File: config.mk
export PLATFORM = sky130hd
export DESIGN_NAME = cpu_trace_uart
export DESIGN_NICKNAME = d
export VERILOG_FILES = /design/src/rtl/cpu_trace_uart.sv
export SDC_FILE = /design/constraint.sdc
export NUM_CORES = 1
export LEC_CHECK = 0
export ABC_AREA = 1
export CAP_MARGIN = 20
export CORE_MARGIN = 1
export CORE_UTILIZATION = 40
export DETAILED_ROUTE_END_ITERATION = 12
export PLACE_DENSITY = 0.63
export SLEW_MARGIN = 15
export SYNTH_ARGS = -nofsm -noshare
export SYNTH_HDL_FRONTEND = slang
export SYNTH_SLANG_ARGS = --single-unit
File: constraint.sdc
create_clock -name clk -period 3.76 [get_ports clk]
set_input_delay 0.752 -clock clk [delete_from_list [all_inputs] [get_ports clk]]
set_output_delay 0.752 -clock clk [all_outputs]
set_load 0.005 [all_outputs]
File: src/rtl/cpu_trace_uart.sv
`default_nettype none
// ============================================================================
// Module      : cpu_trace_uart
// Description : Snapshots {pc, read_a, read_b} on every PC change into a FIFO
//               and streams each entry as A5,pc,a,b bytes over an 8N1 UART.
// Revision    : 1.0 - initial release
// ============================================================================
module cpu_trace_uart #(
  parameter int CLKS_PER_BIT = 868,
  parameter int FIFO_DEPTH   = 8
) (
  input  logic       clk,
  input  logic       rst,
  input  logic       en,
  input  logic [7:0] pc_addr,
  input  logic [7:0] read_a,
  input  logic [7:0] read_b,
  output logic       tx,
  output logic       busy,
  output logic       overflow
);

  localparam int AW = $clog2(FIFO_DEPTH);
  localparam int CW = $clog2(CLKS_PER_BIT);
  localparam logic [CW-1:0] c_bit_last = CW'(CLKS_PER_BIT - 1);
  localparam logic [AW:0]   c_ptr_one  = 1;
  localparam logic [7:0]    c_sync     = 8'hA5;

  typedef enum logic [1:0] {
    S_IDLE  = 2'd0,
    S_START = 2'd1,
    S_DATA  = 2'd2,
    S_STOP  = 2'd3
  } state_t;

  logic [7:0]    pc_last_q;
  logic          first_q;
  logic [AW:0]   wr_ptr_q, wr_ptr_d;
  logic [AW:0]   rd_ptr_q, rd_ptr_d;
  logic [23:0]   mem_q [FIFO_DEPTH];
  state_t        state_q;
  logic [1:0]    byte_idx_q;
  logic [2:0]    bit_idx_q;
  logic [CW-1:0] cnt_q;
  logic [23:0]   shadow_q;
  logic          tx_q;
  logic          busy_q, busy_d;
  logic          overflow_q;

  logic          w_capture, w_empty, w_full, w_pop, w_push;
  logic          w_bit_done, w_to_idle;
  logic [7:0]    w_byte;

  always_comb begin
    w_capture  = en && (first_q || (pc_addr != pc_last_q));
    w_empty    = (wr_ptr_q == rd_ptr_q);
    w_full     = (wr_ptr_q[AW] != rd_ptr_q[AW]) &&
                 (wr_ptr_q[AW-1:0] == rd_ptr_q[AW-1:0]);
    w_pop      = (state_q == S_IDLE) && !w_empty;
    // A full FIFO still takes a push when the head leaves on the same edge.
    w_push     = w_capture && (!w_full || w_pop);
    wr_ptr_d   = w_push ? (wr_ptr_q + c_ptr_one) : wr_ptr_q;
    rd_ptr_d   = w_pop  ? (rd_ptr_q + c_ptr_one) : rd_ptr_q;
    w_bit_done = (cnt_q == c_bit_last);
    w_to_idle  = ((state_q == S_IDLE) && !w_pop) ||
                 ((state_q == S_STOP) && w_bit_done && (byte_idx_q == 2'd3));
    busy_d     = (wr_ptr_d != rd_ptr_d) || !w_to_idle;
    case (byte_idx_q)
      2'd0:    w_byte = c_sync;
      2'd1:    w_byte = shadow_q[23:16];
      2'd2:    w_byte = shadow_q[15:8];
      default: w_byte = shadow_q[7:0];
    endcase
  end

  always_ff @(posedge clk or negedge rst) begin
    if (!rst) begin
      pc_last_q  <= '0;
      first_q    <= 1'b1;
      wr_ptr_q   <= '0;
      rd_ptr_q   <= '0;
      busy_q     <= 1'b0;
      overflow_q <= 1'b0;
    end else begin
      pc_last_q  <= pc_addr;
      first_q    <= 1'b0;
      wr_ptr_q   <= wr_ptr_d;
      rd_ptr_q   <= rd_ptr_d;
      busy_q     <= busy_d;
      if (w_capture && !w_push) begin
        overflow_q <= 1'b1;
      end
    end
  end

  always_ff @(posedge clk) begin
    if (w_push) begin
      mem_q[wr_ptr_q[AW-1:0]] <= {pc_addr, read_a, read_b};
    end
  end

  always_ff @(posedge clk or negedge rst) begin
    if (!rst) begin
      state_q    <= S_IDLE;
      byte_idx_q <= '0;
      bit_idx_q  <= '0;
      cnt_q      <= '0;
      shadow_q   <= '0;
      tx_q       <= 1'b1;
    end else begin
      case (state_q)
        S_IDLE: begin
          cnt_q     <= '0;
          bit_idx_q <= '0;
          tx_q      <= 1'b1;
          if (w_pop) begin
            shadow_q   <= mem_q[rd_ptr_q[AW-1:0]];
            byte_idx_q <= '0;
            state_q    <= S_START;
            tx_q       <= 1'b0;
          end
        end
        S_START: begin
          if (w_bit_done) begin
            cnt_q     <= '0;
            bit_idx_q <= '0;
            state_q   <= S_DATA;
            tx_q      <= w_byte[0];
          end else begin
            cnt_q <= cnt_q + 1'b1;
          end
        end
        S_DATA: begin
          if (w_bit_done) begin
            cnt_q <= '0;
            if (bit_idx_q == 3'd7) begin
              bit_idx_q <= '0;
              state_q   <= S_STOP;
              tx_q      <= 1'b1;
            end else begin
              bit_idx_q <= bit_idx_q + 3'd1;
              tx_q      <= w_byte[bit_idx_q + 3'd1];
            end
          end else begin
            cnt_q <= cnt_q + 1'b1;
          end
        end
        S_STOP: begin
          if (w_bit_done) begin
            cnt_q <= '0;
            if (byte_idx_q == 2'd3) begin
              state_q <= S_IDLE;
              tx_q    <= 1'b1;
            end else begin
              byte_idx_q <= byte_idx_q + 2'd1;
              state_q    <= S_START;
              tx_q       <= 1'b0;
            end
          end else begin
            cnt_q <= cnt_q + 1'b1;
          end
        end
        default: begin
          state_q <= S_IDLE;
          tx_q    <= 1'b1;
        end
      endcase
    end
  end

  assign tx       = tx_q;
  assign busy     = busy_q;
  assign overflow = overflow_q;

endmodule
`default_nettype wire
==> results of run 1 <==
cell usage in the layout (no fill, tap or decap), types with 3 or more instances in the layout:
cell type	Yosys	final
sky130_fd_sc_hd__clkinv_2	0	4
sky130_fd_sc_hd__buf_12	0	4
sky130_fd_sc_hd__o21ai_1	10	10
sky130_fd_sc_hd__clkdlybuf4s50_1	0	28
sky130_fd_sc_hd__clkbuf_16	0	27
sky130_fd_sc_hd__o221ai_1	23	23
sky130_fd_sc_hd__o21ai_0	51	51
sky130_fd_sc_hd__nand2_4	3	3
sky130_fd_sc_hd__edfxtp_1	192	192
sky130_fd_sc_hd__nor2_1	57	49
sky130_fd_sc_hd__buf_4	0	16
sky130_fd_sc_hd__nand3_1	77	77
sky130_fd_sc_hd__a21oi_1	14	14
sky130_fd_sc_hd__xor2_1	4	4
sky130_fd_sc_hd__dfrtp_1	59	58
sky130_fd_sc_hd__xnor2_1	5	5
sky130_fd_sc_hd__nor2_2	1	9
sky130_fd_sc_hd__bufinv_16	0	6
sky130_fd_sc_hd__ha_1	13	13
sky130_fd_sc_hd__clkinvlp_4	0	3
sky130_fd_sc_hd__clkinv_1	1	6
sky130_fd_sc_hd__o211ai_1	6	6
sky130_fd_sc_hd__nand3b_1	3	3
sky130_fd_sc_hd__inv_1	63	62
sky130_fd_sc_hd__xnor2_2	3	3
sky130_fd_sc_hd__clkbuf_1	21	3
sky130_fd_sc_hd__mux2i_1	23	23
sky130_fd_sc_hd__nand2_1	188	188
sky130_fd_sc_hd__nand4_1	18	18
sky130_fd_sc_hd__o22ai_1	7	7
synth_stat cells, drive strengths merged:
library cell	n	area share [%]
a31oi	2	0.12
dfrtp	59	14
nand3	78	3.8
dfstp	2	0.50
inv	64	2.3
conb	1	0.036
o21bai	1	0.071
o21a	2	0.14
nor2	59	2.2
clkinv	1	0.036
xor2	4	0.33
nor3	4	0.24
nand4	18	1.1
o221ai	23	1.9
xnor2	8	0.88
nor3b	1	0.071
buf	18	1.0
nand2	193	7.1
edfxtp	192	55
a21oi	15	0.82
nand3b	3	0.21
ha	13	1.5
o21ai	62	3.0
o22ai	7	0.42
o211ai	6	0.43
nor4	2	0.12
clkbuf	21	0.75
mux2i	23	2.2
metrics by stage:
stage          hold slack [ns]  total power, mW  utilization [%]  area [µm²]  std cells
6_report                 0.354             6.95             47.1       12200       1277
5_1_grt                  0.428             7.20             47.1       12200       1277
4_1_cts                  0.386             7.01             47.1       12200       1277
3_5_place_dp             0.462             4.18             43.4       11300       1227
3_3_place_gp             0.463             4.16             43.4       11300       1227
2_1_floorplan            0.448             3.88                -       10500        882
layer usage:
layer	vias up	GRT usage [%]
li1	3192	-
met1	3162	24.8
met2	139	28.3
met3	29	2.42
met4	0	3.83
met5	-	0
power by group through the flow:
stage | Clock, mW | Combinational, mW | Sequential, mW
4_1_cts | 2.88 | 0.686 | 3.44
5_1_grt | 2.99 | 0.747 | 3.47
6_report | 2.83 | 0.677 | 3.44
3_5_place_dp | 0 | 0.684 | 3.50
3_3_place_gp | 0 | 0.671 | 3.49
2_1_floorplan | 0 | 0.393 | 3.49
flip-flops by register name, indices dropped and copies added, names as in the netlist:
signal	cells
mem_q	192
bit_idx_q	3
byte_idx_q	2
cnt_q	10
tx	1
rd_ptr_q	4
busy	1
shadow_q	24
state_q	2
overflow	1
pc_last_q	8
first_q	1
wr_ptr_q	4
kinds of logic (layout without fill, tap and decap cells):
kind of cell    after synthesis  after routing  synth area share, %
flops                       253            253                 69.2
compound gates              118            118                 6.89
simple gates                358            358                 14.9
other cells                   1              1               0.0356
fa+ha+maj                    13             13                 1.54
mux                          23             23                 2.18
xor+xnor                     12             12                 1.21
buf+inv                     104            164                 4.07
worst min-delay path by stage:
stage                           start           end  cells after the start
after detailed placement     overflow      overflow                      1
after global placement       overflow      overflow                      1
after global routing              rst      cnt_q[2]                      1
final                             rst      cnt_q[0]                      1
after CTS                         rst  pc_last_q[2]                      1
after floorplan           shadow_q[0]   shadow_q[0]                      2
worst max-delay path, stage by stage:
cell and delay [ns]:
sky130_fd_sc_hd__clkdlybuf4s50_1 0.65, sky130_fd_sc_hd__inv_1 0.10, sky130_fd_sc_hd__o211ai_1 0.20, sky130_fd_sc_hd__nor2_1 0.09, sky130_fd_sc_hd__nand2_1 0.32, sky130_fd_sc_hd__nand4_1 0.34
sky130_fd_sc_hd__nor2_2 0.15, sky130_fd_sc_hd__buf_4 0.41
area by class of cell:
| type | count | area, µm² | share of cell area (%) |
|---|---|---|---|
| tap | 335 | 419 | 3.42 |
| sequential | 253 | 7300 | 59.6 |
| timing repair buffer | 49 | 485 | 3.96 |
| clock buffer | 30 | 687 | 5.61 |
| clock inverter | 20 | 273 | 2.23 |
| inverter | 65 | 244 | 1.99 |
| multi-input combinational | 525 | 2840 | 23.2 |
==> results.txt, run 1 <==
----------------------------------------------------
[Run status]
  Run status ... complete, no violations

[Power]
  Clk pwr share ... 40.7%
  Power per standard cell area ... roughly 570 nW/µm²
  Switching fraction of total power ... between 20% and 30%
  Static power due to leakage ... approximately 4.7 nW
  Part of the power in registers ... 49.5%
  Portion of total power attributed to combinational logic ... 9.7%
  Power dissipated by switching net loads ... around 1.7 mW
  Internal power ... 5.30 mW
  IR drop worst, VDD ... approximately 0.42 mV

[Cells and area]
  Filler cells ... 2295
  Fraction of layout cells with a size suffix above 1 ... under 10%
  Antenna Cells ... 0
  Relative area change from synthesis to final layout ... 16.2%
  Net count reported at finish ... a little under 1000

[Floorplanning]
  Initial core utilization ... about two fifths
  Placeable Area ... 26000 µm²
  Full die area ... approximately 27000 µm²
  Die extent in x ... 164 µm
  Number of core rows ... 59
  Die Y-Extent ... ~160 µm
  I/O pin count ... 30

[Detailed routing]
  Wire length on met2 ... ~11 mm
  Via count ... between 6000 and 7000
  Uppermost metal layer occupied by signal nets ... met4
  Wire length per cell ... approximately 18 µm
  Post-detailed-route count of antenna-violating nets ... 0
  Starting DRC count in detailed routing ... 530
  First-pass DRT Iterations ... 5
  Vias per Instance ... around 5.1
  Routed wire length on met3 ... about 1.0 mm
  Metal1 wirelength ... roughly 10 mm
  Post-route DRC ... 0
  Post-detailed-routing wire length ... between 20 and 25 mm

[Global routing]
  Congestion Overflow GR ... 0
  Global-route wire length before repair ... around 36 mm
  Total GRT Usage ... between 10% and 20%
  Via count of the first global-routing pass ... 6395
  Initial antenna violation count ... 0
  Maximum number of pins on one net before global-route repair ... 51

[Timing]
  Setup violators final ... 0
  Number of hold violations in the final report ... 0
  Max Slew Vio Count ... 0
  Unrepaired setup endpoints after global routing ... false
  TNS Setup ... 0 ns
  Transition time at the pin with the least slew margin ... 0.981 ns
  Max_slew headroom ... 34.5%
  Final critical path time including I/O delays and setup ... 2.84 ns
  Final cycle utilization of the critical path ... 75.5%
  Achievable clock frequency ... about 350 MHz
  Crit path setup slack, layout ... a little over 0.9 ns
  Clock skew ... 0.0130 ns

[CTS]
  Setup fix buffers added after clock tree synthesis ... 0
  CTS sink cnt ... 253
  Number of hold buffers added after cts ... 0
  Total number of H-tree levels ... 1
  Clock Root Buffer ... sky130_fd_sc_hd__clkbuf_16
  Clock insertion delay at the later pin of the skew report ... between 0.5 and 0.6 ns
  Post-cts gate resize count ... 0
  Clock Pin Slew Worst Setup and Hold Paths ... 0.06 ns
  Number of clock buffers inserted by TritonCTS ... 27
  Maximum clock path buffer count ... 3
  Clock tree from TritonCTS ... done

[Worst setup path]
  Category of the worst setup path launch point ... input port
  Endpoint class of the critical path ... flip-flop
  Worst setup endpoint ... mem_q[2][5]
  Cells on worst reg2reg path ... 6
  Setup Crit Path Kind ... input port to flip-flop
  Critical path required time ... 3.95 ns
  Worst R2R End ... shadow_q[22]
  Slack of the worst reg-to-reg path ... 1.20 ns
  Startpoint of the worst-slack reg-to-reg timing path ... state_q[0]
  Startpoint of the most critical setup path ... pc_addr[1]
  Arrival time of the worst setup path ... roughly 3.0 ns
  Critical-path maximum fanout ... 24

[Logic synthesis]
  Sequential element share of the synthesized area ... 69.2%
  Average footprint of a synthesized cell ... ~12 µm²
  Netlist area before placement ... 10500 µm²
  Syn_nets ... between 900 and 1000
  Synth Instances ... between 800 and 900
  Yosys synthesis warning count ... 0
  Total of flip-flops plus latches after synthesis ... 253
  Library cells used by synthesis ... a little over 40

[Placement]
  Port-buffer cells ... 29
  Worst slack at placement ... ~0.44 ns
  Routability Congestion ... about 0.82
  Placed wire-length estimate ... about 14 mm

[Worst hold path]
  Tightest Hold Check Type ... input port to asynchronous set/reset pin

[Flow run]
  Count of maximum capacitance violations ... 0

----------------------------------------------------
Note: power is estimated with default switching activity, not from simulation.
==> run 2: changes to the inputs <==
- clock period: 3.76 -> 2.87 ns (I/O delays scaled with it)
==> results.txt, run 2 (synthesized netlist as in run 1, its figures left out) <==
----------------------------------------------------
[Cells and area]
  Relative area change from synthesis to final layout ... 16.4%
  Leading cell types in the layout, fill and taps excluded ... sky130_fd_sc_hd__edfxtp_1 (192), sky130_fd_sc_hd__nand2_1 (188), sky130_fd_sc_hd__nand3_1 (77)
  Finished layout cell area ... ~12000 µm²
  Filler cells ... 2332
  Largest register FFs ... approximately 190
  Fraction of layout cells with a size suffix above 1 ... approximately a tenth
  Antenna Cells ... 0
  Net count reported at finish ... between 900 and 1000
  Most frequent standard cell in the layout excluding fill and tap cells ... sky130_fd_sc_hd__edfxtp_1

[Detailed routing]
  Post-route DRC ... 0
  Post-detailed-route count of antenna-violating nets ... 0
  Via count ... 6632
  Wire length per cell ... roughly 17 µm
  First-pass DRT Iterations ... 6
  Starting DRC count in detailed routing ... just under 600
  Post-detailed-routing wire length ... 22.0 mm
  Vias per Instance ... around 5.1

[Placement]
  Worst slack at placement ... ~0.20 ns
  Port-buffer cells ... 29
  Instance area after placement ... 11400 µm²
  Routability Congestion ... 0.826
  Placed wire-length estimate ... 14.2 mm

[CTS]
  Setup fix buffers added after clock tree synthesis ... 0
  Clock Pin Slew Worst Setup and Hold Paths ... roughly 0.06 ns
  Number of hold buffers added after cts ... 0
  Clock tree from TritonCTS ... done
  CTS sink cnt ... roughly 250
  Total number of H-tree levels ... 1
  Number of clock buffers inserted by TritonCTS ... 27
  Clock Root Buffer ... sky130_fd_sc_hd__clkbuf_16
  Maximum clock path buffer count ... 3
  Clock insertion delay at the later pin of the skew report ... 0.53 ns
  Post-cts gate resize count ... 0

[Floorplanning]
  Number of core rows ... just under 60
  Die extent in x ... between 150 and 200 µm
  Initial core utilization ... approximately 41%
  Placeable Area ... roughly 26000 µm²
  I/O pin count ... 30
  Die Y-Extent ... approximately 160 µm
  Full die area ... roughly 27000 µm²

[Timing]
  Clock skew ... 0.0159 ns
  Setup violators final ... 0
  Transition time at the pin with the least slew margin ... approximately 0.56 ns
  Final critical path time including I/O delays and setup ... 2.22 ns
  Crit path setup slack, layout ... 0.648 ns
  Worst hold slack ... roughly 0.041 ns
  Number of hold violations in the final report ... 0
  Final cycle utilization of the critical path ... between 70% and 80%
  TNS Setup ... 0 ns
  Max Slew Vio Count ... 0
  Achievable clock frequency ... about 450 MHz
  Unrepaired setup endpoints after global routing ... false
  Max_slew headroom ... 62.8%

[Power]
  Switching fraction of total power ... between 20% and 30%
  Clk pwr share ... a little under two fifths
  Part of the power in registers ... 52.2%
  Static power due to leakage ... about 4.7 nW
  Power per standard cell area ... around 700 nW/µm²
  IR drop worst, VDD ... about 0.53 mV
  Final Total Pwr ... slightly below 9 mW
  Internal power ... between 6 and 7 mW
  Portion of total power attributed to combinational logic ... between 10% and 20%
  Power dissipated by switching net loads ... between 2 and 2.5 mW

[Global routing]
  Maximum number of pins on one net before global-route repair ... between 50 and 60
  Congestion Overflow GR ... 0
  Global-route wire length before repair ... ~35 mm
  Total GRT Usage ... 17.1%
  Via count of the first global-routing pass ... roughly 6400
  Initial antenna violation count ... 0

[Worst setup path]
  Setup Crit Path Kind ... flip-flop to flip-flop
  Category of the worst setup path launch point ... flip-flop
  Endpoint class of the critical path ... flip-flop
  Arrival time of the worst setup path ... between 2 and 2.5 ns
  Critical path required time ... 3.10 ns
  Critical-path maximum fanout ... 8

[Flow run]
  Count of maximum capacitance violations ... 0

[Worst hold path]
  Tightest Hold Check Type ... input port to asynchronous set/reset pin

[Run status]
  Run status ... complete, no violations

----------------------------------------------------
==> run 2: layer usage <==
metal  GRT usage, %  routed length [µm]  vias up
met4           4.29                 476        0
met1           23.4               10100     3246
met2           28.2               10600      141
met3           2.98                 904       30
met5              0                   0        -
li1               -                   -     3215
==> run 2: worst max-delay path, stage by stage (launching register included) <==
cell	delay, ns
sky130_fd_sc_hd__dfrtp_1	0.39
sky130_fd_sc_hd__inv_1	0.12
sky130_fd_sc_hd__ha_1	0.37
sky130_fd_sc_hd__nor2_2	0.10
sky130_fd_sc_hd__nand2_4	0.14
sky130_fd_sc_hd__nand4_1	0.29
sky130_fd_sc_hd__nor3_4	0.27
sky130_fd_sc_hd__buf_4	0.23
==> run 2: cell type report <==
| type | instances | area (µm²) | area share, % |
|---|---|---|---|
| Inverter | 65 | 244 | 1.99 |
| Tap cell | 335 | 419 | 3.42 |
| Clock buffer | 36 | 719 | 5.86 |
| Sequential cell | 253 | 7300 | 59.5 |
| Multi-Input combinational cell | 525 | 2850 | 23.2 |
| Clock inverter | 13 | 97.6 | 0.796 |
| Timing Repair Buffer | 63 | 641 | 5.22 |
==> run 2: through the flow <==
step	utilization (%)	std cells
detailed placement	44.1	1241
global route	47.2	1290
CTS	47.2	1290
global placement	44.1	1241
finish	47.2	1290
floorplan	-	882
==> run 2: power by group through the flow <==
stage,sequential (mW),clock (mW),combinational (mW)
floorplan,4.57,0,0.519
global placement,4.58,0,0.943
detailed placement,4.59,0,0.959
CTS,4.52,3.26,0.964
global route,4.54,3.40,1.04
finish,4.51,3.19,0.947
==> run 2: final timing paths <==
path	startpoint	endpoint	slack, ns	cells past startpoint
hold / removal	rst	rd_ptr_q[1]	0.04	1
setup reg to reg	state_q[0]	mem_q[6][5]	0.65	7
max in group asynchronous	rst	shadow_q[0]	2.08	2
setup / recovery	state_q[0]	mem_q[6][5]	0.65	7
min in group clk	cnt_q[0]	cnt_q[0]	0.48	1
hold reg to reg	cnt_q[0]	cnt_q[0]	0.48	1
